`config.mk`:
```
export PLATFORM = sky130hd
export DESIGN_NAME = data_sram_like_bridge
export DESIGN_NICKNAME = d
export VERILOG_FILES = /design/src/rtl/data_sram_like_bridge_pkg.sv /design/src/rtl/data_sram_like_bridge_sram_size_enc.sv /design/src/rtl/data_sram_like_bridge.sv
export SDC_FILE = /design/constraint.sdc
export NUM_CORES = 1
export LEC_CHECK = 0
export ABC_AREA = 1
export CORE_ASPECT_RATIO = 0.8
export CORE_MARGIN = 2
export CORE_UTILIZATION = 26
export CTS_CLUSTER_SIZE = 16
export DETAILED_ROUTE_END_ITERATION = 8
export HOLD_SLACK_MARGIN = 0.15
export MAX_ROUTING_LAYER = met4
export SYNTH_ARGS = -nofsm -noshare
export SYNTH_HDL_FRONTEND = slang
export SYNTH_SLANG_ARGS = --single-unit
```
`constraint.sdc`:
```
create_clock -name clk -period 1.34 [get_ports clk]
set_clock_uncertainty 0.05 [all_clocks]
set_input_delay 0.402 -clock clk [delete_from_list [all_inputs] [get_ports clk]]
set_output_delay 0.402 -clock clk [all_outputs]
set_load 0.005 [all_outputs]
```
`src/rtl/data_sram_like_bridge_pkg.sv`:
```
// Shared definitions for the sram-like bus bridges: FSM state encoding and bus size codes.
package data_sram_like_bridge_pkg;

  typedef enum logic [1:0] {
    ST_IDLE = 2'd0,
    ST_ADDR = 2'd1,
    ST_DATA = 2'd2,
    ST_DONE = 2'd3
  } state_t;

  localparam logic [1:0] SIZE_BYTE = 2'd0;
  localparam logic [1:0] SIZE_HALF = 2'd1;
  localparam logic [1:0] SIZE_WORD = 2'd2;

endpackage

```
`src/rtl/data_sram_like_bridge_sram_size_enc.sv`:
```
// Maps a byte-write-enable pattern to bus direction, transfer size and the low address bits.
// Irregular write patterns fall back to a full-word write at the aligned address.
module sram_size_enc
  import data_sram_like_bridge_pkg::*;
(
  input  logic [3:0] wen,
  output logic       wr,
  output logic [1:0] size,
  output logic [1:0] addr_lo
);

  always_comb begin
    wr      = |wen;
    size    = SIZE_WORD;
    addr_lo = 2'b00;
    case (wen)
      4'b0011: begin size = SIZE_HALF; addr_lo = 2'b00; end
      4'b1100: begin size = SIZE_HALF; addr_lo = 2'b10; end
      4'b0001: begin size = SIZE_BYTE; addr_lo = 2'b00; end
      4'b0010: begin size = SIZE_BYTE; addr_lo = 2'b01; end
      4'b0100: begin size = SIZE_BYTE; addr_lo = 2'b10; end
      4'b1000: begin size = SIZE_BYTE; addr_lo = 2'b11; end
      default: ;
    endcase
  end

endmodule

```
`src/rtl/data_sram_like_bridge.sv`:
```
// Data-side bridge: turns the core's single-cycle SRAM request into one sram-like bus transaction,
// stalling the M stage until the bus reports completion and holding read data while the core is stalled.
module data_sram_like_bridge
  import data_sram_like_bridge_pkg::*;
#(
  parameter int ADDR_W = 32,
  parameter int DATA_W = 32
) (
  input  logic              clk,
  input  logic              rst,
  input  logic              data_sram_en,
  input  logic [3:0]        data_sram_wen,
  input  logic [ADDR_W-1:0] data_sram_addr,
  input  logic [DATA_W-1:0] data_sram_wdata,
  output logic [DATA_W-1:0] data_sram_rdata,
  output logic              d_stall,
  input  logic              longest_stall,
  output logic              data_req,
  output logic              data_wr,
  output logic [1:0]        data_size,
  output logic [ADDR_W-1:0] data_addr,
  output logic [DATA_W-1:0] data_wdata,
  input  logic              data_addr_ok,
  input  logic              data_data_ok,
  input  logic [DATA_W-1:0] data_rdata
);

  state_t            state, state_nxt;
  logic [3:0]        wen_q;
  logic [ADDR_W-1:0] addr_q;
  logic [DATA_W-1:0] wdata_q;
  logic [DATA_W-1:0] rdata_q;
  logic [1:0]        addr_lo;
  logic              complete;
  logic              unused_addr_bits;

  always_ff @(posedge clk) begin
    if (rst) state <= ST_IDLE;
    else     state <= state_nxt;
  end

  always_comb begin
    state_nxt = state;
    case (state)
      ST_IDLE: if (data_sram_en) state_nxt = ST_ADDR;
      ST_ADDR: if (data_addr_ok) state_nxt = data_data_ok ? ST_DONE : ST_DATA;
      ST_DATA: if (data_data_ok) state_nxt = ST_DONE;
      ST_DONE: if (!longest_stall) state_nxt = ST_IDLE;
      default: state_nxt = ST_IDLE;
    endcase
  end

  always_comb begin
    data_req = (state == ST_ADDR);
    d_stall  = !rst && data_sram_en && (state != ST_DONE);
  end

  // Completion can arrive together with the address handshake, so both cases capture read data.
  assign complete = ((state == ST_ADDR) && data_addr_ok && data_data_ok) ||
                    ((state == ST_DATA) && data_data_ok);

  always_ff @(posedge clk) begin
    if (rst) begin
      wen_q   <= '0;
      addr_q  <= '0;
      wdata_q <= '0;
      rdata_q <= '0;
    end else begin
      if (state == ST_IDLE && data_sram_en) begin
        wen_q   <= data_sram_wen;
        addr_q  <= data_sram_addr;
        wdata_q <= data_sram_wdata;
      end
      if (complete && wen_q == 4'b0000) rdata_q <= data_rdata;
    end
  end

  sram_size_enc u_size_enc (
    .wen     (wen_q),
    .wr      (data_wr),
    .size    (data_size),
    .addr_lo (addr_lo)
  );

  assign data_addr        = {addr_q[ADDR_W-1:2], addr_lo};
  assign data_wdata       = wdata_q;
  assign data_sram_rdata  = rdata_q;
  assign unused_addr_bits = ^addr_q[1:0];

endmodule
```
==> reports/results.ini <==
[pwr]
finalPower_mw=15.1
seq_power_share=0.287
p_leak_nw=3.28
p_per_area_mw_per_mm2=1850
internal-power_mw=9.52
p_switching_mw=5.54
power.share.clock=0.185
peakVddDrop_mv=1.02
comb_power_share=0.528
swShare=0.368

[critical_path]
cp_top_family=flip-flops
worst-path-max-fanout=3
cp-end-kind=output port
slowest_stage=dfxtp_2
worstSetupStartpointType=flip-flop
worstPathArrival_ps=1210
worstSetupPathType=flip-flop to output port
crit_required_ps=890
cp_num_buf_inv=3
max_stage_delay_ps=340
path_cells=inv_4, buf_12, o31ai_2, buf_2

[clocking]
cts_made_buffers=9
htree_levels=3
cts.path.max_buffers=2
cts.sinks=100
clk_pin_slew_ps=70
cts_tree=built
clock_latency_ps=350
cts-root-buf=clkbuf_16

[routing]
vias=4310
drtPass1Iterations=4
wire_per_inst_um=16.5
vias_per_cell=4.67
finalWirelength_mm=15.2
drt-initial-drc-count=123
final_antenna_net_count=0
drc=0

[synth]
synth.area.top_cells=dfxtp_1 (53%), nor2_1 (13%), o21ai_0 (7.8%)
synth_top_area_frac=0.530
synth_fp_nets=584
ys_seq_area_frac=0.530
synth_largest_area_cell=dfxtp_1
ys.flop_type=dfxtp_1
ys_ff_latch=100
ys_warn_count=0
synth_area_mm2=0.00377
syn_inst=473
async_flop_share=0
yosysUniqueCellTypes=20
synth_edf_count=0
syn_area_per_cell_um2=7.98
post-synth-top-count-cell=nor2_1
yosys-top-cells-count=nor2_1 (127), dfxtp_1 (100), o21ai_0 (59)

[grt]
antenna_found_initial=0
grt_pass1_wl_mm=23.3
grt_max_degree=41
grt_pass1_vias=4546
overflow=0
track_usage=0.195

[die]
rows=39
die_h_um=112
die_w_um=139
core_mm2=0.0142
die_area_mm2=0.0155
start_util=0.265
pin_count=207

[sta]
maxSlewViolCount=0
fin_crit_sh=1.24
fin_tns_setup_ps=-20870
slew_headroom=0.729
max_slew.worst_pin.slew_ps=406
rsz0062_at_grt=true
period_minus_slack_ps=1670
finalSetupViolations=107
max_freq_ghz=0.600
final-hold-violation-count=0
layout_setup_ws_ps=-326

[layout]
layout.nets=845
drive_gt1_frac=0.701
postLayoutCoreUtil=0.573
diodes=0
final_area_mm2=0.00816
area_delta_synth_final_pct=116

[place]
gp_congestion=0.778
numPortBuffers=204
dp_hpwl_mm=8.20
pre_cts_ws_ps=-721
placed_area_mm2=0.00609

[job]
max-cap-violations=0

[outcome]
violations=setup timing
status=complete, but fails checks

[min_path]
hp-class=flip-flop to flip-flop

cell usage in the layout, fill, tap and decap left out, drive strengths merged:
master,netlist,final
dlygate4sd2,0,2
a21oi,37,37
nand3,36,36
clkinvlp,0,2
dfxtp,100,100
bufinv,0,2
o31ai,2,2
inv,13,13
nand3b,1,1
nor3,2,2
clkdlybuf4s50,0,101
nand2,48,51
ha,5,5
clkbuf,13,20
clkinv,0,3
nor2,128,128
o21ai,68,68
buf,20,166
metal layers:
metal / share of wire / global-route usage / up-vias
li1: - / - / 2093
met1: 0.42 / 0.226 / 2054
met2: 0.51 / 0.335 / 144
met3: 0.055 / 0.0542 / 19
met4: 0.015 / 0.0532 / 0
met5: 0 / - / -
repair_timing:
item,4_1_cts,5_1_grt
endpoints found under the setup margin,201,129
pin swaps,57,50
resized for setup,755,159
buffers inserted,35,13
gates cloned,24,0
hold buffers,0,0
hold endpoints to repair,0,0
cells by family after synthesis:
family,after synthesis,synth area share
adders and majority gates,5,0.0166
DFF,100,0.530
buffers and inverters,46,0.0696
and+or+nand+nor,215,0.240
AOI/OAI and AO/OA,107,0.143
power by group through the flow:
| stage | clock network [mW] | registers (mW) | logic, mW |
|---|---|---|---|
| finish | 2.79 | 4.32 | 7.95 |
| global route | 3.00 | 4.40 | 8.46 |
| CTS | 2.86 | 4.22 | 7.88 |
| detailed placement | 0 | 4.02 | 4.37 |
| global placement | 0 | 3.99 | 4.30 |
| floorplan | 0 | 4.07 | 2.04 |
tightest hold or removal path: stages (launching register included):
cell and delay [ps]:
dfxtp_2 330, nand2_4 50, a21oi_2 40
registers in the layout, indices dropped and copies added, names as in the netlist:
register         cells
data_wdata          32
wen_q                4
state                2
data_sram_rdata     32
addr_q              30
path summary, 6_finish.rpt:
| check | startpoint | end | slack (ps) | cells past startpoint |
|---|---|---|---|---|
| hold / removal | data_sram_rdata[31] | data_sram_rdata[31] | 400 | 2 |
| hold reg to reg | data_sram_rdata[31] | data_sram_rdata[31] | 400 | 2 |
| setup reg to reg | state[0] | data_sram_rdata[22] | -300 | 10 |
| setup / recovery | wen_q[3] | data_size[0] | -330 | 4 |
area by class of cell:
| type | count | area [um^2] |
|---|---|---|
| clock buffer | 10 | 229 |
| tap | 184 | 230 |
| fill | 1208 | 6090 |
| timing repair buffer | 279 | 2670 |
| sequential | 100 | 2130 |
| timing repair inverter | 1 | 16.3 |
| inverter | 13 | 85.1 |
| clock inverter | 6 | 88.8 |
| multi-input combinational | 330 | 2710 |
metrics by stage:
stage | cells | hold slack, ps
final | 923 | 401
after CTS | 927 | 410
after global placement | 852 | 399
after floorplan | 473 | 402
after global routing | 923 | 418
after detailed placement | 852 | 403
(Power assumes the default switching activity.)
